===== src/rtl/b1_vec_pipe_if.sv =====
// Handshake and payload bundle for b1_vec_pipe: stimulus side (master) and pipeline side (slave).
interface b1_vec_pipe_if #(
  parameter int unsigned WIDTH = 4,
  parameter int unsigned CNT_W = 16
);
  logic             in_valid;
  logic             in_ready;
  logic [WIDTH-1:0] a;
  logic [WIDTH-1:0] b;
  logic [WIDTH-1:0] c;
  logic             out_valid;
  logic             out_ready;
  logic [WIDTH-1:0] d;
  logic [WIDTH-1:0] e;
  logic [WIDTH-1:0] f;
  logic [WIDTH-1:0] g;
  logic             cnt_clr;
  logic [CNT_W-1:0] f_count;

  modport master (
    output in_valid, a, b, c, out_ready, cnt_clr,
    input  in_ready, out_valid, d, e, f, g, f_count
  );

  modport slave (
    input  in_valid, a, b, c, out_ready, cnt_clr,
    output in_ready, out_valid, d, e, f, g, f_count
  );
endinterface


===== src/rtl/b1_vec_pipe.sv =====
// Lane-wise b1 equations carried through a STAGES-deep elastic valid/ready pipeline,
// with a saturating popcount of delivered f bits.
module b1_vec_pipe #(
  parameter int unsigned WIDTH  = 4,
  parameter int unsigned STAGES = 2,
  parameter int unsigned CNT_W  = 16
) (
  input logic          clk,
  input logic          rst,
  b1_vec_pipe_if.slave bus
);
  localparam int unsigned POP_W = $clog2(WIDTH + 1);

  logic [STAGES-1:0] r_vld;
  logic [WIDTH-1:0]  r_d [STAGES];
  logic [WIDTH-1:0]  r_e [STAGES];
  logic [WIDTH-1:0]  r_f [STAGES];
  logic [WIDTH-1:0]  r_g [STAGES];
  logic [CNT_W-1:0]  r_cnt;

  logic [STAGES-1:0] w_adv;
  logic [WIDTH-1:0]  w_d;
  logic [WIDTH-1:0]  w_e;
  logic [WIDTH-1:0]  w_f;
  logic [WIDTH-1:0]  w_g;
  logic [POP_W-1:0]  w_pop;
  logic [CNT_W:0]    w_sum;
  logic              w_out_hs;

  assign w_d = bus.c;
  assign w_e = bus.a ^ bus.b;
  assign w_f = (bus.c & ~bus.a & ~bus.b) | (~bus.c & bus.a & bus.b);
  assign w_g = ~bus.c;

  // A stage moves when the sink takes a beat or any stage at or below it has a hole.
  always_comb begin
    w_adv = '0;
    for (int k = 0; k < int'(STAGES); k++) begin
      w_adv[k] = bus.out_ready;
      for (int j = k; j < int'(STAGES); j++) begin
        if (!r_vld[j]) w_adv[k] = 1'b1;
      end
    end
  end

  assign bus.in_ready  = w_adv[0];
  assign w_out_hs      = r_vld[STAGES-1] & bus.out_ready;
  assign bus.out_valid = r_vld[STAGES-1];
  assign bus.d         = r_d[STAGES-1];
  assign bus.e         = r_e[STAGES-1];
  assign bus.f         = r_f[STAGES-1];
  assign bus.g         = r_g[STAGES-1];
  assign bus.f_count   = r_cnt;

  // Payload registers only load on a valid beat so idle stages keep their last data.
  always_ff @(posedge clk or posedge rst) begin
    if (rst) begin
      r_vld <= '0;
      for (int k = 0; k < int'(STAGES); k++) begin
        r_d[k] <= '0;
        r_e[k] <= '0;
        r_f[k] <= '0;
        r_g[k] <= '0;
      end
    end else begin
      if (w_adv[0]) begin
        r_vld[0] <= bus.in_valid;
        if (bus.in_valid) begin
          r_d[0] <= w_d;
          r_e[0] <= w_e;
          r_f[0] <= w_f;
          r_g[0] <= w_g;
        end
      end
      for (int k = 1; k < int'(STAGES); k++) begin
        if (w_adv[k]) begin
          r_vld[k] <= r_vld[k-1];
          if (r_vld[k-1]) begin
            r_d[k] <= r_d[k-1];
            r_e[k] <= r_e[k-1];
            r_f[k] <= r_f[k-1];
            r_g[k] <= r_g[k-1];
          end
        end
      end
    end
  end

  always_comb begin
    w_pop = '0;
    for (int i = 0; i < int'(WIDTH); i++) begin
      w_pop = w_pop + POP_W'(r_f[STAGES-1][i]);
    end
    w_sum = {1'b0, r_cnt} + (CNT_W + 1)'(w_pop);
  end

  // One extra sum bit is enough: a single beat adds at most WIDTH < 2^CNT_W.
  always_ff @(posedge clk or posedge rst) begin
    if (rst) begin
      r_cnt <= '0;
    end else if (bus.cnt_clr) begin
      r_cnt <= '0;
    end else if (w_out_hs) begin
      r_cnt <= w_sum[CNT_W] ? '1 : w_sum[CNT_W-1:0];
    end
  end
endmodule


===== src/flat_wrapper.sv =====
// flat-port wrapper written by rule: the top's interface ports become plain ports
module b1_vec_pipe_flat 
#(
  parameter int unsigned WIDTH  = 4,
  parameter int unsigned STAGES = 2,
  parameter int unsigned CNT_W  = 16
)
  (clk, rst, bus_in_valid, bus_a, bus_b, bus_c, bus_out_ready, bus_cnt_clr, bus_in_ready, bus_out_valid, bus_d, bus_e, bus_f, bus_g, bus_f_count);
  b1_vec_pipe_if #(.WIDTH(WIDTH), .CNT_W(CNT_W)) bus_i ();
  input logic clk;
  input logic rst;
  input wire logic [$bits(bus_i.in_valid)-1:0] bus_in_valid;
  input wire logic [$bits(bus_i.a)-1:0] bus_a;
  input wire logic [$bits(bus_i.b)-1:0] bus_b;
  input wire logic [$bits(bus_i.c)-1:0] bus_c;
  input wire logic [$bits(bus_i.out_ready)-1:0] bus_out_ready;
  input wire logic [$bits(bus_i.cnt_clr)-1:0] bus_cnt_clr;
  output wire logic [$bits(bus_i.in_ready)-1:0] bus_in_ready;
  output wire logic [$bits(bus_i.out_valid)-1:0] bus_out_valid;
  output wire logic [$bits(bus_i.d)-1:0] bus_d;
  output wire logic [$bits(bus_i.e)-1:0] bus_e;
  output wire logic [$bits(bus_i.f)-1:0] bus_f;
  output wire logic [$bits(bus_i.g)-1:0] bus_g;
  output wire logic [$bits(bus_i.f_count)-1:0] bus_f_count;
  assign bus_i.in_valid = bus_in_valid;
  assign bus_i.a = bus_a;
  assign bus_i.b = bus_b;
  assign bus_i.c = bus_c;
  assign bus_i.out_ready = bus_out_ready;
  assign bus_i.cnt_clr = bus_cnt_clr;
  assign bus_in_ready = bus_i.in_ready;
  assign bus_out_valid = bus_i.out_valid;
  assign bus_d = bus_i.d;
  assign bus_e = bus_i.e;
  assign bus_f = bus_i.f;
  assign bus_g = bus_i.g;
  assign bus_f_count = bus_i.f_count;
  b1_vec_pipe #(.WIDTH(WIDTH), .STAGES(STAGES), .CNT_W(CNT_W)) u_core (.clk(clk), .rst(rst), .bus(bus_i));
endmodule

===== config.mk =====
export PLATFORM = sky130hd
export DESIGN_NAME = b1_vec_pipe_flat
export DESIGN_NICKNAME = d
export VERILOG_FILES = /design/src/rtl/b1_vec_pipe_if.sv /design/src/rtl/b1_vec_pipe.sv /design/src/flat_wrapper.sv
export SDC_FILE = /design/constraint.sdc
export NUM_CORES = 1
export LEC_CHECK = 0
export CAP_MARGIN = 40
export CELL_PAD_IN_SITES_DETAIL_PLACEMENT = 0
export CELL_PAD_IN_SITES_GLOBAL_PLACEMENT = 1
export CORE_ASPECT_RATIO = 1.1
export CORE_MARGIN = 2
export CORE_UTILIZATION = 40
export DETAILED_ROUTE_END_ITERATION = 8
export HOLD_SLACK_MARGIN = 0.12
export PLACE_DENSITY = 0.77
export REMOVE_ABC_BUFFERS = 1
export SYNTH_ARGS = -nofsm -noshare
export SYNTH_HDL_FRONTEND = slang
export SYNTH_SLANG_ARGS = --single-unit

===== constraint.sdc =====
create_clock -name clk -period 7.3 [get_ports clk]
set_input_delay 1.46 -clock clk [delete_from_list [all_inputs] [get_ports clk]]
set_output_delay 1.46 -clock clk [all_outputs]
set_load 0.005 [all_outputs]

# Word level (Yosys, flattened, before mapping)

Cells that the tools add are included.

Bits in registers: 50
Bits in latches: 0
RAM bits: 0
Memory bits (read-only): 0
Bits of input ports: 17
Output and inout bits: 34
Word-level logic and storage cells: 34
Memories: 0

$add $sub $neg: 4
Multiply operators: 0
Div/mod/pow operators: 0
$lt $le $gt $ge: 0
Eq/ne operators: 0
Shift-type cells: 0
Mux-type cells: 6
Bitwise operators: 10
Reduce and logical (&&, ||, !) cells: 3

Operator list:

| cell              | number |
|---|---|
| $mux 16           | 3 |
| $add 16x3->17     | 1 |
| $and 4x4->4       | 4 |
| $not 4->4         | 3 |
| $add 3x1->3       | 2 |
| $or 4x4->4        | 1 |
| $reduce_and 2->1  | 2 |
| $xor 4x4->4       | 1 |
| $mux 1            | 3 |
| $add 1x1->2       | 1 |
| $reduce_bool 2->1 | 1 |
| $and 1x1->1       | 1 |

# Depth between registers and ports, before layout

Word-level depth: 7
Gate-level depth with buffers: 11
Depth with buffers taken out: 11

# Least setup slack after synthesis

OpenSTA, ideal clock, no wires.

Path type: input to output
Start point: input bus_out_ready
End point: output bus_in_ready
Arrival time: 1.634 ns
Data required time: 5.840 ns
Setup slack: 4.206 ns
Stages on the path: 1
Buffers on the path: 0
Cells stage by stage: nand3b_1

Cells in the longest elaborated chain, start to end: 2

RTL lines:

| what                 | RTL line           | text |
|---|---|---|
| start, declared      | flat_wrapper.sv:16 | `input wire logic [$bits(bus_i.out_ready)-1:0] bus_out_ready;` |
| $mux 1 (2 in series) | b1_vec_pipe.sv:41  | `if (!r_vld[j]) w_adv[k] = 1'b1;` |
| end, declared        | flat_wrapper.sv:18 | `output wire logic [$bits(bus_i.in_ready)-1:0] bus_in_ready;` |

Every way passes these cells.

# Final worst setup path

Same ends and word-level chain as after synthesis.

==> impl_metrics.py <==
metrics = {
    "cts": {
        "cts_max_path_buffers": 2,
        "cts_made_buffers": 5,
        "clk_latency_ns": 0.30,
        "cts_tree": "yes",
        "postCtsSetupBuffers": 0,
        "cts_sinks": 50,
        "cts_root_buffer": "clkbuf_8",
        "hold_buffers": 0,
        "ctsResizeCount": 0,
        "htree_levels": 2,
        "clk_pin_slew_ns": 0.10,
    },
    "setup_path": {
        "r2r-start": "u_core.bus.f[0]",
        "crit_fanout": 6,
        "cpMostUsedCell": "clkdlybuf4s50_1",
        "cp.required_ns": 5.84,
        "critPathMaxStageDelay_ns": 0.56,
        "cp-startpoint": "bus_out_ready",
        "r2r_cells": 11,
        "worstSetupEndpoint": "bus_in_ready",
        "cp_data_arrival_time_ns": 2.70,
        "worstSetupEndpointType": "primary output",
        "setup.worst_path.start_class": "input pin",
        "slowest_stage": "clkdlybuf4s50_1",
        "path_cells": "clkdlybuf4s50_1 -> nand3b_1 -> clkdlybuf4s50_1",
        "r2r_end": "u_core.bus.f_count[2]",
        "reg2reg_setup_slack_ns": 3.92,
        "path_class": "in2out",
    },
    "power_and_ir_drop": {
        "p_per_area_nw_per_um2": 231,
        "pwr-share-comb_pct": 28.6,
        "seqPwrFrac_pct": 48.2,
        "netSwitchingFraction_pct": 29.4,
        "finalPower_mw": 0.714,
        "irDropWorstVdd_uv": 133,
        "leakagePower_nw": 1.24,
        "pwr-share-clk_pct": 23.2,
        "internal-power_mw": 0.504,
        "switching_power_mw": 0.210,
    },
    "global_routing": {
        "grt_max_degree": 40,
        "grt_pass1_vias": 1759,
        "use_met2_pct": 25.7,
        "grt_use_met3_pct": 4.25,
        "antenna_found_initial": 0,
        "grt_pass1_wl_um": 8460,
        "gr-usage-all-layers_pct": 15.6,
        "grt_overflow": 0,
        "grt_busiest_layer": "met2",
        "use_met1_pct": 20.4,
    },
    "finish": {
        "drive_above_1_share_pct": 14.7,
        "final_nets": 296,
        "insertedDiodeCount": 0,
        "areaGrowthSynthToFinish_pct": 22.5,
    },
    "floorplan": {
        "die-area_um2": 6970,
        "die_w_um": 79.8,
        "die_h_um": 87.4,
        "core_region_area_um2": 6160,
        "rows": 30,
        "io_pins": 51,
        "start_util_pct": 41.0,
    },
    "drt": {
        "vias": 1814,
        "antenna_left": 0,
        "vias_per_cell": 5.14,
        "drc_errors": 0,
        "drt_iter0_drc": 56,
        "routed_wl_um": 4980,
        "routedWlPerCell_um": 14.1,
        "first_pass_iters": 4,
    },
    "synthesis": {
        "synth_area_um2": 2530,
        "yosysWarnings": 0,
        "ys_ff_latch": 50,
        "synth_cell_types": 40,
        "avgSynthCellArea_um2": 10.7,
        "yosys.area_share.simple_pct": 14.5,
        "synth_top_family_by_area": "simple AND/OR/NAND/NOR gates",
        "synth_xor_area_share_pct": 1.73,
        "synthAdderAreaFrac_pct": 4.06,
        "synth-compound-area-share_pct": 13.6,
        "synth_seq_area_share_pct": 49.5,
        "synthMuxAreaShare_pct": 8.92,
        "synth_edf_count": 0,
        "ys.flop_type": "dfrtp_1",
        "async_flop_share_pct": 100,
        "netlist_instances": 236,
    },
    "run": {
        "cap_violations": 0,
    },
    "placed_design": {
        "place.gp.congestion": 0.777,
        "numPortBuffers": 50,
        "dp_hpwl_um": 3590,
    },
    "timing": {
        "setup_viol": 0,
        "finClkSkew_ns": 0.00497,
        "max_slew.worst_pin.slew_ns": 0.726,
        "whs_ns": 0.498,
        "finalCritPeriodShare_pct": 57.0,
        "finalSetupTns_ns": 0,
        "fin_crit_ns": 4.16,
        "rsz0062_at_grt": "false",
        "report.final.slew_viol_count": 0,
        "hold_viol": 0,
        "timing.max_slew.rel_slack_pct": 51.5,
        "max_freq_mhz": 240,
    },
    "outcome": {
        "status": "completed",
    },
    "min_path": {
        "hp-class": "reg2reg",
    },
}
synth_stat cells, types with 3 or more instances:
library cell  instances  area share (%)
mux2_2               20             8.9
a31oi_1               5             1.2
a21oi_1              22             4.4
nand2b_1              5             1.2
nand2_1              10             1.5
nor3_1                6             1.2
nor2_1               30             4.5
dfrtp_1              50              50
a311oi_1              4             1.4
inv_1                12             1.8
ha_1                  5             2.5
buf_4                16             4.8
buf_2                 3            0.59
and2_1                3            0.74
a211oi_1              8             2.4
xnor2_1               4             1.4
cell type report:
class                   count  area, µm²
repair buffers             52        528
clock buffers               6       72.6
inverters                  12       45.0
flip-flops and latches     50       1250
well taps                  80        100
fillers                   597       3060
multi-input cells         151       1080
clock inverters             2       17.5
worst max-delay path, delay by kind of cell:
kind	cells	cell delay, ns
simple gates	1	0.17
buf+inv	2	1.07
kinds of logic after synthesis:
family | after synthesis
xor+xnor | 5
flops | 50
simple gates | 68
fa+ha+maj | 7
mux | 20
compound gates | 51
buf+inv | 35
cell usage in the layout, fill, tap and decap left out, types with 2 or more instances in the layout:
cell	instances
a2111oi_2	2
a211oi_1	8
a21boi_0	2
a21oi_1	22
a311oi_1	4
a31oi_1	5
a41oi_1	2
and2_1	3
clkbuf_8	5
clkdlybuf4s50_1	50
dfrtp_1	50
fa_1	2
ha_1	5
inv_1	11
mux2_2	20
nand2_1	10
nand2b_1	5
nand3_1	2
nor2_1	30
nor3_1	6
nor4_1	2
o21bai_1	2
xnor2_1	4
registers in the layout, summed over array words and instances (netlist names):
signal	count
u_core.bus.g	4
u_core.r_g	4
u_core.r_vld	2
u_core.bus.f	4
u_core.r_f	4
u_core.r_d	4
u_core.bus.f_count	16
u_core.bus.e	4
u_core.bus.d	4
u_core.r_e	4
through the flow:
stage               util, %  area [µm²]  instances  setup slack [ns]
floorplan                 -        2380        213              4.21
global placement       48.5        2980        344              3.16
detailed placement     48.8        3000        345              3.15
CTS                    50.3        3090        353              3.14
global route           50.3        3090        353              3.09
finish                 50.3        3090        353              3.14
routing by layer:
layer / vias to the layer above / routed length (µm)
li1: 887 / -
met1: 877 / 2250
met2: 44 / 2370
met3: 6 / 310
met4: 0 / 51
met5: - / 0
worst min path at each step:
stage / start / to / cells after the start
floorplan: u_core.r_vld[0] / u_core.r_vld[1] / 1
global placement: u_core.r_vld[0] / u_core.r_vld[1] / 1
detailed placement: u_core.r_vld[0] / u_core.r_vld[1] / 1
CTS: u_core.r_vld[0] / u_core.r_vld[1] / 1
global route: u_core.r_e[6] / u_core.bus.e[2] / 1
finish: u_core.r_vld[0] / u_core.r_vld[1] / 1
power groups by stage:
stage,clock network [mW],logic [mW],registers (mW)
floorplan,0,0.108,0.347
detailed placement,0,0.208,0.350
CTS,0.170,0.210,0.345
global placement,0,0.204,0.349
finish,0.166,0.205,0.344
global route,0.182,0.234,0.351
Power figures use the tool's default switching activity.
